File: src/rtl/vga_timing_gen_if.sv
// Signal bundle between the VGA timing generator and its painter / DAC pins.
// The generator (master) paces pixels with ptick; the painter (slave) answers with pixel_rgb.
interface vga_timing_gen_if;
  logic [2:0] pixel_rgb;
  logic       hsync;
  logic       vsync;
  logic       red;
  logic       green;
  logic       blue;
  logic       active;
  logic       ptick;
  logic       ftick;
  logic [9:0] xpos;
  logic [9:0] ypos;

  // Pacing contract: when ptick is high, the painter must present pixel_rgb for the
  // current (xpos, ypos) by the next clk_50 edge; there is no back-pressure.
  modport master (
    input  pixel_rgb,
    output hsync, vsync, red, green, blue, active, ptick, ftick, xpos, ypos
  );

  modport slave (
    output pixel_rgb,
    input  hsync, vsync, red, green, blue, active, ptick, ftick, xpos, ypos
  );
endinterface

File: src/rtl/vga_timing_gen.sv
// 640x480@60 VGA timing from a 50 MHz clock: pixel pacing, coordinates, syncs,
// frame tick, and registered, blanked RGB out to the DAC.
module vga_timing_gen #(
  parameter int H_ACTIVE = 640,
  parameter int H_FP     = 16,
  parameter int H_SYNC   = 96,
  parameter int H_BP     = 48,
  parameter int V_ACTIVE = 480,
  parameter int V_FP     = 10,
  parameter int V_SYNC   = 2,
  parameter int V_BP     = 33,
  parameter bit SYNC_POL = 1'b0
) (
  input  logic              clk_50,
  input  logic              reset,
  vga_timing_gen_if.master  vga
);

  localparam logic [9:0] H_LAST   = 10'(H_ACTIVE + H_FP + H_SYNC + H_BP - 1);
  localparam logic [9:0] V_LAST   = 10'(V_ACTIVE + V_FP + V_SYNC + V_BP - 1);
  localparam logic [9:0] H_VIS    = 10'(H_ACTIVE);
  localparam logic [9:0] V_VIS    = 10'(V_ACTIVE);
  localparam logic [9:0] HS_START = 10'(H_ACTIVE + H_FP);
  localparam logic [9:0] HS_END   = 10'(H_ACTIVE + H_FP + H_SYNC);
  localparam logic [9:0] VS_START = 10'(V_ACTIVE + V_FP);
  localparam logic [9:0] VS_END   = 10'(V_ACTIVE + V_FP + V_SYNC);

  logic       ptick_q,  ptick_d;
  logic [9:0] xpos_q,   xpos_d;
  logic [9:0] ypos_q,   ypos_d;
  logic       hsync_q,  hsync_d;
  logic       vsync_q,  vsync_d;
  logic       active_q, active_d;
  logic       ftick_q,  ftick_d;
  logic [2:0] rgb_q,    rgb_d;

  always_comb begin
    ptick_d  = ~ptick_q;
    xpos_d   = xpos_q;
    ypos_d   = ypos_q;
    hsync_d  = hsync_q;
    vsync_d  = vsync_q;
    active_d = active_q;
    ftick_d  = 1'b0;
    rgb_d    = rgb_q;

    if (ptick_q) begin
      if (xpos_q == H_LAST) begin
        xpos_d = 10'd0;
        ypos_d = (ypos_q == V_LAST) ? 10'd0 : ypos_q + 10'd1;
      end else begin
        xpos_d = xpos_q + 10'd1;
      end

      // Flags decode the coordinates being moved to, so they match xpos/ypos as presented.
      active_d = (xpos_d < H_VIS) && (ypos_d < V_VIS);
      hsync_d  = ((xpos_d >= HS_START) && (xpos_d < HS_END)) ? SYNC_POL : ~SYNC_POL;
      vsync_d  = ((ypos_d >= VS_START) && (ypos_d < VS_END)) ? SYNC_POL : ~SYNC_POL;
      ftick_d  = (xpos_d == 10'd0) && (ypos_d == V_VIS);

      // Painter colour belongs to the position presented before this edge.
      rgb_d    = active_q ? vga.pixel_rgb : 3'b000;
    end
  end

  always_ff @(posedge clk_50 or posedge reset) begin
    if (reset) begin
      ptick_q  <= 1'b0;
      xpos_q   <= 10'd0;
      ypos_q   <= 10'd0;
      hsync_q  <= ~SYNC_POL;
      vsync_q  <= ~SYNC_POL;
      active_q <= 1'b0;
      ftick_q  <= 1'b0;
      rgb_q    <= 3'b000;
    end else begin
      ptick_q  <= ptick_d;
      xpos_q   <= xpos_d;
      ypos_q   <= ypos_d;
      hsync_q  <= hsync_d;
      vsync_q  <= vsync_d;
      active_q <= active_d;
      ftick_q  <= ftick_d;
      rgb_q    <= rgb_d;
    end
  end

  assign vga.ptick  = ptick_q;
  assign vga.xpos   = xpos_q;
  assign vga.ypos   = ypos_q;
  assign vga.hsync  = hsync_q;
  assign vga.vsync  = vsync_q;
  assign vga.active = active_q;
  assign vga.ftick  = ftick_q;
  assign vga.red    = rgb_q[2];
  assign vga.green  = rgb_q[1];
  assign vga.blue   = rgb_q[0];

endmodule

File: src/flat_wrapper.sv
// flat-port wrapper written by rule: the top's interface ports become plain ports
module vga_timing_gen_flat 
#(
  parameter int H_ACTIVE = 640,
  parameter int H_FP     = 16,
  parameter int H_SYNC   = 96,
  parameter int H_BP     = 48,
  parameter int V_ACTIVE = 480,
  parameter int V_FP     = 10,
  parameter int V_SYNC   = 2,
  parameter int V_BP     = 33,
  parameter bit SYNC_POL = 1'b0
)
  (clk_50, reset, vga_pixel_rgb, vga_hsync, vga_vsync, vga_red, vga_green, vga_blue, vga_active, vga_ptick, vga_ftick, vga_xpos, vga_ypos);
  vga_timing_gen_if vga_i ();
  input  logic clk_50;
  input  logic reset;
  input wire logic [$bits(vga_i.pixel_rgb)-1:0] vga_pixel_rgb;
  output wire logic [$bits(vga_i.hsync)-1:0] vga_hsync;
  output wire logic [$bits(vga_i.vsync)-1:0] vga_vsync;
  output wire logic [$bits(vga_i.red)-1:0] vga_red;
  output wire logic [$bits(vga_i.green)-1:0] vga_green;
  output wire logic [$bits(vga_i.blue)-1:0] vga_blue;
  output wire logic [$bits(vga_i.active)-1:0] vga_active;
  output wire logic [$bits(vga_i.ptick)-1:0] vga_ptick;
  output wire logic [$bits(vga_i.ftick)-1:0] vga_ftick;
  output wire logic [$bits(vga_i.xpos)-1:0] vga_xpos;
  output wire logic [$bits(vga_i.ypos)-1:0] vga_ypos;
  assign vga_i.pixel_rgb = vga_pixel_rgb;
  assign vga_hsync = vga_i.hsync;
  assign vga_vsync = vga_i.vsync;
  assign vga_red = vga_i.red;
  assign vga_green = vga_i.green;
  assign vga_blue = vga_i.blue;
  assign vga_active = vga_i.active;
  assign vga_ptick = vga_i.ptick;
  assign vga_ftick = vga_i.ftick;
  assign vga_xpos = vga_i.xpos;
  assign vga_ypos = vga_i.ypos;
  vga_timing_gen #(.H_ACTIVE(H_ACTIVE), .H_FP(H_FP), .H_SYNC(H_SYNC), .H_BP(H_BP), .V_ACTIVE(V_ACTIVE), .V_FP(V_FP), .V_SYNC(V_SYNC), .V_BP(V_BP), .SYNC_POL(SYNC_POL)) u_core (.clk_50(clk_50), .reset(reset), .vga(vga_i));
endmodule
File: config.mk
export PLATFORM = sky130hd
export DESIGN_NAME = vga_timing_gen_flat
export DESIGN_NICKNAME = d
export VERILOG_FILES = /design/src/rtl/vga_timing_gen_if.sv /design/src/rtl/vga_timing_gen.sv /design/src/flat_wrapper.sv
export SDC_FILE = /design/constraint.sdc
export NUM_CORES = 1
export LEC_CHECK = 0
export CAP_MARGIN = 5
export CORE_UTILIZATION = 52
export CTS_CLUSTER_SIZE = 20
export DETAILED_ROUTE_END_ITERATION = 8
export PLACE_DENSITY = 0.8
export SLEW_MARGIN = 20
export SYNTH_ARGS = -nofsm -noshare
export SYNTH_HDL_FRONTEND = slang
export SYNTH_SLANG_ARGS = --single-unit
File: constraint.sdc
create_clock -name clk_50 -period 2.3 [get_ports clk_50]
set_clock_uncertainty 0.1 [all_clocks]
set_input_delay 0.46 -clock clk_50 [delete_from_list [all_inputs] [get_ports clk_50]]
set_output_delay 0.46 -clock clk_50 [all_outputs]
set_load 0.01 [all_outputs]
Word level (Yosys, flattened, before mapping)
Index checks and enable logic that the tools add are counted.

storage, ports and cells
  bits in registers = 28
  bits of input ports = 5
  logic and storage cells = 34

operators by class
  $add $sub $neg = 2
  order comparisons = 6
  equal/unequal tests = 3
  muxes and demuxes = 9
  bitwise gates (word level) = 1
  reduce and logical (&&, ||, !) cells = 5

operators by type and width
  cell                     number
  $mux W10                 5
  $add A10 B1 Y10 const B  2
  $eq A10 B10 Y1 const B   2
  $lt A10 B10 Y1 const B   2
  $lt A10 B9 Y1 const B    2
  $eq A10 B9 Y1 const B    1
  $ge A10 B10 Y1 const B   1
  $ge A10 B9 Y1 const B    1
  $logic_not A10 Y1        1
  $logic_and A1 B1 Y1      4
  $mux W1                  3
  $mux W3                  1
  $not A1 Y1               1

Depth between registers and ports, before layout
  depth after elaboration = 7
  mapped depth = 8

Worst setup path after synthesis
Ideal clock, no wire load.

  path type = register to register
  start = register u_core.xpos_q[0], in the netlist u_core.vga.xpos[0]
  end = register u_core.ypos_q[7], in the netlist u_core.vga.ypos[7]
  setup time = 0.128 ns
  arrival = 1.993 ns
  path slack = 0.079 ns
  cell stages (with the launch flop) = 9
  path through = dfrtp_1 > ha_1 > nand4_4 > nor4_4 > buf_6 > nand2_4 > nor3_2 > nand3_1 > xnor2_1

between the ends
  word-level cells in the longest chain between the ends = 3

RTL lines
  element                 RTL line              source
  from (decl)             vga_timing_gen.sv:29  logic [9:0] xpos_q, xpos_d;
  from (signal assigned)  vga_timing_gen.sv:78  xpos_q <= xpos_d;
  $eq A10 B10 Y1          vga_timing_gen.sv:48  if (xpos_q == H_LAST) begin
  $mux W10                vga_timing_gen.sv:48
  $mux W10                vga_timing_gen.sv:47  if (ptick_q) begin
  to (signal assigned)    vga_timing_gen.sv:79  ypos_q <= ypos_d;
  to (decl)               vga_timing_gen.sv:30  logic [9:0] ypos_q, ypos_d;

No other way between the ends. The select of a mux whose other input is x is not followed.
A chain may end at the register's enable or synchronous reset.

Final worst setup path
  start = register u_core.xpos_q[0], in the netlist u_core.vga.xpos[0]
  end = register u_core.ftick_q, in the netlist u_core.vga.ftick

between the ends
  word-level cells in the longest chain between the ends = 6
  elaborated cells on any way between the ends = 10

RTL lines
  element                                             RTL line                                    source
  $add A10 B1 Y10 or $eq A10 B10 Y1 (tied branches)   vga_timing_gen.sv:52, vga_timing_gen.sv:48
  $mux W10                                            vga_timing_gen.sv:48
  $mux W10                                            vga_timing_gen.sv:47
  $logic_not A10 Y1 or $eq A10 B9 Y1 (tied branches)  vga_timing_gen.sv:59                        ftick_d = (xpos_d == 10'd0) && (ypos_d == V_VIS);
  $logic_and A1 B1 Y1 *                               vga_timing_gen.sv:59
  $mux W1 *                                           vga_timing_gen.sv:47
  named net u_core.ftick_d                            vga_timing_gen.sv:34                        logic ftick_q, ftick_d;
  to (signal assigned)                                vga_timing_gen.sv:83                        ftick_q <= ftick_d;
  to (decl)                                           vga_timing_gen.sv:34

The timed path passes the listed nets; every way through them passes the cells marked *. The select of a mux whose other input is x is not followed.

==> results.md <==
Critical path:
- The startpoint identified for the worst register-to-register timing path is u_core.vga.xpos[0].
- In this run the worst setup path begins at u_core.vga.xpos[0].
- The number of buffers and inverters on the critical path is 1.
- The type of the worst setup path is register to register.
- In this run the critical register-to-register path is captured at u_core.vga.ftick.
- The critical path goes through ha_1 > buf_4 > and3_1 > nor2_1 > a21oi_1 > a2bb2oi_1 > a2111oi_1 > and4_1.
- STA puts the critical path data arrival time at ~2400 ps.
- At the worst endpoint, the required time is roughly 2500 ps.
- The nature of the critical path startpoint is a register.
- The maximum net fanout on the critical path is 5.
- The worst setup path is captured at a register.
- For this run, the slowest stage of the critical path takes between 400 and 500 ps.
- In this run the register-to-register setup slack is between 60 and 70 ps.
- The top cell family by delay on the critical path is compound AO/OA/AOI/OAI gates.
- The worst-case reg-to-reg path depth is 8.
- The worst-path cell with the longest stage delay is a2111oi_1.

Global routing:
- The first-pass GRT wire length is about 7 mm.
- The global-route usage over all layers is 26.05%.
- The via count of the first global-routing pass is 1535.
- The total overflow left after global routing is 0.
- The initial antenna violation count is 0.
- Entering global routing, the biggest net connects 29 pins.

Layout:
- The total of fill cells in the finished design is 236.
- Summing all multi-input logic gate instances after layout gives approximately 1000 sq um.
- The cell area after layout is 2301 sq um.
- At the end of the flow, the number of nets in the layout was 249.
- The library cell used most frequently in the layout, excluding fill and tap cells, is clkdlybuf4s50_1.
- In the layout the commonest cells are 32 x clkdlybuf4s50_1, 22 x dfrtp_1, 21 x buf_4.
- The finished layout holds 284 standard cells, fillers aside.
- In the final layout, flip-flops and latches occupy 708.2 sq um.
- 0 antenna diodes ended up in the layout.
- The area growth from synthesis to layout is 30.43%.
- The post-route netlist has 19.58% of its cells at a drive strength greater than 1.

Place:
- The total half-perimeter wirelength after legalization and detailed placement is ~3.1 mm.
- The placed cell area is ~2200 sq um.
- The number of placed cells counting well taps is ~270.
- The final weighted congestion in routability-driven placement is 0.9640.
- Buffers placed on the I/O ports in this run total 32.
- The post-placement setup slack is -46.78 ps.

Clock network:
- The root cell of the clock tree is clkbuf_4.
- The buffer levels on the longest clock path is 2.
- Hold repair after CTS inserted 0 buffers.
- The later pin in the worst-skew pair is clocked with a latency of 330 ps.
- Clock-pin slew was measured on the worst setup and hold paths at 150 ps.
- CTS built an H-tree with a depth of 1.
- The clock tree from TritonCTS is built.
- Clock tree synthesis found a total of 28 sinks.
- Buffers inserted during clock tree synthesis total 3.

Logic synthesis:
- After technology mapping, the gate count stands at 193.
- The biggest area contributor in the post-synthesis netlist is dfrtp_1.
- The number of synthesized flops with an enable pin is 0.
- The yosys synthesis warning count is 0.
- The count of cell types in the netlist is 54.
- When the netlist entered floorplanning its net count stood at 201.
- In this run, synthesis produced a sequential element count of 28.
- After synthesis, the cell types taking the most area are dfrtp_1 37%, xnor2_1 6.0%, nand3_1 4.3%.
- After synthesis, flip-flops and latches occupy about two fifths of the total area.
- The fraction of registers with async set or reset after synthesis is 100.0%.
- The post-synthesis area per instance is 9.141 sq um.
- The most used flip-flop cell after synthesis is dfrtp_1.
- The proportion of netlist area held by the largest area contributor is 36.88%.
- Summing every instance area after synthesis gives roughly 1800 sq um.

STA:
- The maximum frequency from static timing analysis is 447.8 MHz.
- The worst pin sits at a relative slew slack of around 72%.
- Setup repair after global routing left no endpoint under its margin.
- The number of failing hold endpoints at the final stage is 0.
- The worst hold slack is roughly 380 ps.
- Dividing the final minimum period by the clock period gives 97.09%.
- The minimum clock period after layout is 2233 ps.
- The number of pins exceeding their max-slew limit in the final report is 0.
- The final critical-path setup slack is 66.92 ps.
- Setup violations remaining at the end of the flow were counted as 0.
- The transition at the pin with the smallest max-transition slack is approximately 410 ps.

Pwr:
- The analysis attributes to cell leakage a power of about 0.95 nW.
- The maximum vdd ir drop is around 0.17 mV.
- The ratio of total power to cell area is 334.4 nW/um^2.

Floorplan:
- The number of ports placed on the die boundary is 33.
- The starting utilization of the core area is approximately 56%.
- In this run the core area contains 20 standard-cell rows.
- The chip height is 60.25 um.
- In this run the horizontal extent of the chip is 60.25 um.
- The floorplan step defined a die boundary enclosing 3629 sq um.
- The placeable core area is 3128 sq um.

Detailed routing:
- After the first detailed-routing iteration, the DRC count stood at 71.
- The wire length on met3 is about 210 um.
- The detail route stage leaves a number of antenna-violating nets equal to 0.
- The detailed-routed wire length on met2 is 2.012 mm.
- Before antenna repair, the detailed router went through 4 iterations.
- The average via count per standard cell is 5.785.
- For this block, wires on met1 add up to 1.969 mm.
- Signal routing reaches up to met4.
- The total length of routed wires is 4.300 mm.
- Summing over every cut layer, the via total after detailed routing is 1643.
- After detailed routing, the average wire length per cell comes to between 15 and 20 um.
- In the routed design, unresolved DRC markers number 0.

Min path:
- The worst hold path belongs to the class primary input to asynchronous set/reset pin.

Flow run:
- Across the run, the number of max-cap violations was 0.

Run status:
- The run finished with clean final reports.
## cells by family (layout without fill, tap and decap cells)
group                    after synthesis  in the layout  share of synthesized area (%)
AO/OA/AOI/OAI                         46             46                          17.38
adder cells (fa/ha/maj)                3              3                          2.128
flip-flops                            28             28                          39.86
multiplexers                           4              4                          2.482
AND/OR/NAND/NOR                       77             77                          26.24
buffers and inverters                 22             69                          5.461
XOR/XNOR                              13             13                          6.454
## registers in the layout, indices dropped and copies added, names as in the netlist
| register | count |
|---|---|
| u_core.vga.ptick | 1 |
| u_core.vga.xpos | 10 |
| u_core.vga.ftick | 1 |
| u_core.vga.active | 1 |
| u_core.vga.ypos | 10 |
| u_core.rgb_q | 3 |
| u_core.vga.hsync | 1 |
| u_core.vga.vsync | 1 |
## cell usage after synthesis (2+ instances only)
library cell / n
o21ai_0: 15
nor4_4: 2
o31a_1: 2
nand2_1: 17
clkbuf_1: 5
and3_1: 3
a21oi_1: 6
o22ai_1: 2
nand3b_1: 2
ha_1: 3
nand4_1: 2
inv_1: 11
nand3_1: 15
a31oi_1: 2
o32ai_1: 2
nor4_1: 3
and2_1: 3
buf_2: 5
nor2_1: 15
o31ai_1: 4
dfrtp_1: 26
xnor2_1: 12
dfstp_2: 2
mux2_2: 3
or3_1: 2
## where the power goes
part           internal [mW]  switching (mW)  total, mW  leakage (nW)
clock network         0.0971           0.148      0.245        0.0210
registers              0.495         0.00132      0.497         0.351
logic                 0.0134          0.0143     0.0276         0.574
## stage by stage
stage	power [mW]	utilization (%)	TNS, ps
2_1_floorplan	0.5172	-	0
3_3_place_gp	0.5334	70.24	0
3_5_place_dp	0.5345	70.24	-46.78
4_1_cts	0.7771	71.88	0
5_1_grt	0.7966	73.56	0
6_report	0.7694	73.56	0
## layer usage
| metal | vias up | track usage, % |
|---|---|---|
| met5 | - | 0 |
| met1 | 763 | 35.01 |
| met2 | 74 | 41.92 |
| met4 | 0 | 10.30 |
| li1 | 795 | - |
| met3 | 11 | 3.680 |
## area by class of cell
| type | instances | area share (%) |
|---|---|---|
| Multi-Input combinational cell | 143 | 42.20 |
| Sequential cell | 28 | 30.78 |
| Timing Repair Buffer | 54 | 21.26 |
| Tap cell | 44 | 2.393 |
| Inverter | 11 | 1.794 |
| Clock buffer | 4 | 1.577 |
## how the worst max path moves through the flow
stage | slack (ps) | to | cells past startpoint
after floorplan | 80 | u_core.vga.ypos[7] | 8
after CTS | 40 | u_core.vga.ftick | 7
after global routing | 10 | u_core.vga.ftick | 7
after detailed placement | -50 | u_core.vga.ftick | 7
final | 70 | u_core.vga.ftick | 8
after global placement | 20 | u_core.vga.ftick | 7
## timing repair
action                     CTS  global route
setup buffers                2             5
resized for setup            0             7
pin swaps                    1             1
setup endpoints to repair    1             5
gates cloned                 0             0
## tightest hold or removal path, delay by kind of cell
kind	cells	cell delay, ps
buffers and inverters	3	770
Note: power is estimated with default switching activity, not from simulation.
